--- config.mk ---
export PLATFORM = sky130hd
export DESIGN_NAME = led_blink_driver
export DESIGN_NICKNAME = d
export VERILOG_FILES = /design/src/rtl/led_blink_driver.sv
export SDC_FILE = /design/constraint.sdc
export NUM_CORES = 1
export LEC_CHECK = 0
export ABC_CLOCK_PERIOD_IN_PS = 4200
export CORE_ASPECT_RATIO = 1.2
export CORE_MARGIN = 4
export CORE_UTILIZATION = 30
export DETAILED_ROUTE_END_ITERATION = 7
export PLACE_DENSITY = 0.57
export SLEW_MARGIN = 5
export SYNTH_ARGS = -nofsm -noshare
export SYNTH_HDL_FRONTEND = slang
export SYNTH_SLANG_ARGS = --single-unit
--- constraint.sdc ---
create_clock -name sys_clk -period 4.2 [get_ports sys_clk]
set_input_delay 0.84 -clock sys_clk [delete_from_list [all_inputs] [get_ports sys_clk]]
set_output_delay 0.84 -clock sys_clk [all_outputs]
set_load 0.1 [all_outputs]
--- src/rtl/led_blink_driver.sv ---
// -----------------------------------------------------------------------------
// led_blink_driver
//
// Accepts blink commands over a valid/ready handshake and drives an
// active-low LED pin with a timed on/off pattern. A command blinks the LED
// cmd_count times. Each blink is on for cmd_on_ticks ticks and then off for
// cmd_off_ticks ticks. One tick is TICK_DIV sys_clk cycles. The trailing off
// phase always completes before done pulses, so back-to-back commands always
// show a visible gap.
//
// Ports
//   sys_clk        in   1      system clock, rising edge
//   sys_rst_n      in   1      synchronous reset, active-low
//   cmd_valid      in   1      command present
//   cmd_ready      out  1      block can accept a command (combinational)
//   cmd_count      in   CNT_W  number of blinks (0 = no blink, done only)
//   cmd_on_ticks   in   PER_W  LED-on time per blink in ticks (0 treated as 1)
//   cmd_off_ticks  in   PER_W  LED-off time per blink in ticks (0 treated as 1)
//   abort          in   1      cancel the current pattern, no done pulse
//   led_1          out  1      LED pin, active-low (0 = lit)
//   busy           out  1      pattern in progress
//   done           out  1      one-cycle pulse when a pattern completes
// -----------------------------------------------------------------------------
module led_blink_driver #(
    parameter int TICK_DIV = 50000,
    parameter int CNT_W    = 8,
    parameter int PER_W    = 16
) (
    input  logic             sys_clk,
    input  logic             sys_rst_n,
    input  logic             cmd_valid,
    output logic             cmd_ready,
    input  logic [CNT_W-1:0] cmd_count,
    input  logic [PER_W-1:0] cmd_on_ticks,
    input  logic [PER_W-1:0] cmd_off_ticks,
    input  logic             abort,
    output logic             led_1,
    output logic             busy,
    output logic             done
);

    // A single-cycle tick (TICK_DIV=1) still needs a 1-bit prescaler.
    localparam int               PRE_W   = (TICK_DIV > 1) ? $clog2(TICK_DIV) : 1;
    localparam logic [PRE_W-1:0] PRE_MAX = PRE_W'(TICK_DIV - 1);

    typedef enum logic [1:0] {
        S_IDLE = 2'd0,
        S_ON   = 2'd1,
        S_OFF  = 2'd2
    } state_t;

    state_t             state_q,     state_d;
    logic               led_q,       led_d;
    logic               busy_q,      busy_d;
    logic               done_q,      done_d;
    logic [CNT_W-1:0]   remaining_q, remaining_d;
    logic [PER_W-1:0]   on_per_q,    on_per_d;
    logic [PER_W-1:0]   off_per_q,   off_per_d;
    logic [PRE_W-1:0]   pre_q,       pre_d;
    logic [PER_W-1:0]   tick_cnt_q,  tick_cnt_d;

    logic               accept;
    logic               tick;
    logic [PER_W-1:0]   cur_per;
    logic               phase_end;

    assign cmd_ready = (state_q == S_IDLE) & ~abort & sys_rst_n;
    assign accept    = cmd_valid & cmd_ready;

    // The prescaler raises tick on its last count; a phase ends on the tick
    // that completes its final period tick, so a phase lasts exactly
    // period*TICK_DIV cycles measured from the edge that entered it.
    assign tick      = (pre_q == PRE_MAX);
    assign cur_per   = (state_q == S_ON) ? on_per_q : off_per_q;
    assign phase_end = tick && (tick_cnt_q == (cur_per - PER_W'(1)));

    assign led_1 = led_q;
    assign busy  = busy_q;
    assign done  = done_q;

    always_comb begin
        state_d     = state_q;
        led_d       = led_q;
        busy_d      = busy_q;
        done_d      = 1'b0;
        remaining_d = remaining_q;
        on_per_d    = on_per_q;
        off_per_d   = off_per_q;
        pre_d       = pre_q;
        tick_cnt_d  = tick_cnt_q;

        case (state_q)
            S_IDLE: begin
                led_d  = 1'b1;
                busy_d = 1'b0;
                if (accept) begin
                    on_per_d  = (cmd_on_ticks  == '0) ? PER_W'(1) : cmd_on_ticks;
                    off_per_d = (cmd_off_ticks == '0) ? PER_W'(1) : cmd_off_ticks;
                    pre_d      = '0;
                    tick_cnt_d = '0;
                    if (cmd_count == '0) begin
                        // Empty pattern: complete immediately without leaving IDLE.
                        done_d = 1'b1;
                    end else begin
                        state_d     = S_ON;
                        led_d       = 1'b0;
                        busy_d      = 1'b1;
                        remaining_d = cmd_count;
                    end
                end
            end

            S_ON, S_OFF: begin
                if (abort) begin
                    state_d     = S_IDLE;
                    led_d       = 1'b1;
                    busy_d      = 1'b0;
                    remaining_d = '0;
                    pre_d       = '0;
                    tick_cnt_d  = '0;
                end else begin
                    pre_d = tick ? '0 : pre_q + PRE_W'(1);
                    if (tick) begin
                        tick_cnt_d = tick_cnt_q + PER_W'(1);
                    end
                    if (phase_end) begin
                        tick_cnt_d = '0;
                        if (state_q == S_ON) begin
                            state_d = S_OFF;
                            led_d   = 1'b1;
                        end else if (remaining_q > CNT_W'(1)) begin
                            state_d     = S_ON;
                            led_d       = 1'b0;
                            remaining_d = remaining_q - CNT_W'(1);
                        end else begin
                            state_d     = S_IDLE;
                            led_d       = 1'b1;
                            busy_d      = 1'b0;
                            done_d      = 1'b1;
                            remaining_d = '0;
                        end
                    end
                end
            end

            default: begin
                state_d = S_IDLE;
                led_d   = 1'b1;
                busy_d  = 1'b0;
            end
        endcase
    end

    always_ff @(posedge sys_clk) begin
        if (!sys_rst_n) begin
            state_q     <= S_IDLE;
            led_q       <= 1'b1;
            busy_q      <= 1'b0;
            done_q      <= 1'b0;
            remaining_q <= '0;
            on_per_q    <= '0;
            off_per_q   <= '0;
            pre_q       <= '0;
            tick_cnt_q  <= '0;
        end else begin
            state_q     <= state_d;
            led_q       <= led_d;
            busy_q      <= busy_d;
            done_q      <= done_d;
            remaining_q <= remaining_d;
            on_per_q    <= on_per_d;
            off_per_q   <= off_per_d;
            pre_q       <= pre_d;
            tick_cnt_q  <= tick_cnt_d;
        end
    end

endmodule

==> flow_summary.toml <==
[outcome]
status = "finished, final reports clean"

[drt]
viasPerCell = 5.292
drcViolationCount = 0
wl_met1_um = 5102
post_drt_wl_per_cell_um = 14.79
dr.pass1.iters = 4
top_layer = "met4"
vias = 4064
routed_wl_um = 11360
wl_met3_um = 312
drtIter0Drc = 263
antenna_left = 0
met2WireLength_um = 5702

[placed_design]
place_area_um2 = 5036
dp.cells = 752
place.gp.congestion = 0.9285
portBuffers = 47
dp_slack_ns = 0.3017
dp_hpwl_um = 8709

[synthesis]
syn_area_um2 = 4417
synth_top_family_by_area = "simple AND/OR/NAND/NOR gates"
synth_xor_area_frac = 0.09518
synth-async-reset-ratio = 0
syn_avg_cell_area_um2 = 8.045
yosys-top-cells-area = "dfxtp_1, nand2_1, a21oi_1, nor2_1, mux2i_1"
synthCells = 549
yosys.area.top_type_share = 0.3490
synth_flop_cell = "dfxtp_1"
synth_compound_area_frac = 0.1649
synthAdderAreaFrac = 0.02266
synth_seq_area_share = 0.3490
synthSimpleGateAreaFrac = 0.2805
synthMuxAreaShare = 0.05014
synth-edff-count = 0
synth_cell_types = 64
syn-num-nets = 601
yosys_warnings = 0
ys_seq_elements = 77
synth_top_area_cell = "dfxtp_1"

[finish]
fin_cells = 768
n_antenna_cell = 0
finalInstanceArea_um2 = 5370
nets = 640
fillers = 1482
post-route-util = 0.3726
area_delta_synth_final_pct = 21.59
drive_gt1_frac = 0.06914

[grt]
grt_pass1_wl_um = 19200
grt_max_degree = 47
grt_remaining_overflow = 0
grt_pass1_vias = 3948
grt_antenna_before_repair = 0
grt_use_total = 0.1398

[clock_network]
h-tree-depth = 3
cts_buffer_depth = 2
cts.repair.resized = 0
insertion_delay_ns = 0.34
numCtsBuffers = 9
cts_hold_buf = 0
clkTransAtPathRegs_ns = 0.06
cts_tree = "yes"
cts_setup_buffers = 0
root_buffer = "clkbuf_16"
clock-sinks = 77

[setup_path]
r2r_start = "state_q[0]"
worstSetupPathType = "flip-flop to flip-flop"
cp-start-kind = "flip-flop"
r2r_slack_ns = 0.43
crit_arrival_ns = 3.98
worstRegToRegCells = 11
regToRegEndpoint = "remaining_q[0]"
crit_required_ns = 4.41
worstPathMaxFanout = 14
critical_path.endpoint_type = "flip-flop"

[timing]
max_freq_ghz = 0.2655
final.period_utilization = 0.8967
finalHoldViolations = 0
finalMaxSlewViolations = 0
fin_hold_ws_ns = 0.4574
worst_pin_slew_ns = 0.9709
final.min_clock_period_ns = 3.766
setup_ws_ns = 0.4338
rsz0062_at_grt = "no"
finalSetupTns_ns = 0
maxSlewHeadroom = 0.3507
skew_ns = 0.009056
setup_viol = 0

[pwr]
power_density_nw_per_um2 = 517.8
ir_worst_vdd_v = 0.0001975
p_total_mw = 2.781
leakagePower_nw = 1.831

[die]
num_rows = 48
io_pins = 48
start_util = 0.3064
core_area_um2 = 14410
die_y_um = 140.9
die_w_um = 118.8
dieArea_um2 = 16740

[flow_run]
max-cap-violations = 0

[hold_path]
min_path_type = "flip-flop to flip-flop"
worstHoldStart = "off_per_q[14]"
hold_depth = 2
hold_path_end = "off_per_q[14]"
-- sequential cells by signal (all words and copies together), names as in the netlist --
name         flops
off_per_q       16
on_per_q        16
pre_q           16
tick_cnt_q      16
remaining_q      8
state_q          2
busy             1
done             1
led_1            1
-- metal layers --
layer  track usage  up-vias
li1              -     2050
met1        0.1684     1918
met2        0.2443       77
met3       0.02648       19
met4       0.05735        0
met5             0        -
-- worst max path at each step --
stage / endpoint / from
after CTS: remaining_q[0] / state_q[1]
final: remaining_q[0] / state_q[0]
after floorplan: cmd_ready / sys_rst_n
after global placement: remaining_q[1] / state_q[1]
after detailed placement: remaining_q[0] / state_q[1]
after global routing: tick_cnt_q[12] / state_q[1]
-- logic make-up after synthesis --
logic type / Yosys count
AO/OA/AOI/OAI: 109
XOR/XNOR: 48
adder cells (fa/ha/maj): 8
buffers and inverters: 36
flip-flops: 77
multiplexers: 22
AND/OR/NAND/NOR: 249
-- cell type report --
class	instances	area, um^2	area share
Timing Repair Buffer	53	529.3	0.09856
Inverter	11	41.29	0.007689
Clock inverter	7	97.59	0.01817
Tap cell	175	219.0	0.04077
Multi-Input combinational cell	436	2716	0.5058
Sequential cell	77	1541	0.2870
Clock buffer	9	225.2	0.04194
-- synthesized netlist by cell type, types with 4 or more instances --
master and n:
nor2_1 59, and3_1 6, a21oi_1 49, and4b_1 4
nand2b_1 4, or3_1 13, o21ai_0 14, o21ai_1 4
xor2_1 24, inv_1 11, xnor2_1 24, clkbuf_1 19
nand3_1 10, or4_1 4, ha_1 8, nor4b_1 6
mux2i_1 21, nor3_1 13, nand2_1 91, nor4_1 12
dfxtp_1 77, nand4_1 8
-- critical path, cell delays in order (launching register included) --
cell,delay [ns]
dfxtp_1,0.39
ha_1,0.26
mux2i_1,0.30
ha_1,0.25
nor4b_2,0.32
o21ai_1,0.25
o31ai_1,0.36
o2111ai_1,0.20
or4_1,0.54
o21a_2,0.35
a211oi_1,0.34
a211oi_2,0.08
-- where the power goes --
group          switching (mW)  internal, mW
sequential             0.0521         0.784
clock                   0.321         0.522
combinational           0.664         0.436
-- layout by cell type (no fill, tap or decap), types with 3 or more instances in the layout --
cell             netlist  final
nand2b_1               4      4
inv_1                 11     11
xnor2_1               24     24
clkbuf_16              0      9
clkdlybuf4s50_1        0     46
a41oi_1                3      3
nor3b_1                3      3
nor4_1                12     12
nor4b_1                6      5
or3_1                 13     13
ha_1                   8      8
nand2_1               91     91
o21ai_1                4      4
nand4b_1               3      3
nand4_1                8      8
mux2i_1               21     21
or4_1                  4      4
and3_1                 6      6
and4b_1                4      4
o31ai_2                3      3
nor2_1                59     59
buf_4                  2      5
dfxtp_1               77     77
nand3_1               10     10
nor3_1                13     13
o21ai_0               14     14
o211ai_2               3      3
o2bb2ai_1              3      3
a21oi_1               49     49
xor2_1                24     24
(Power assumes the default switching activity.)
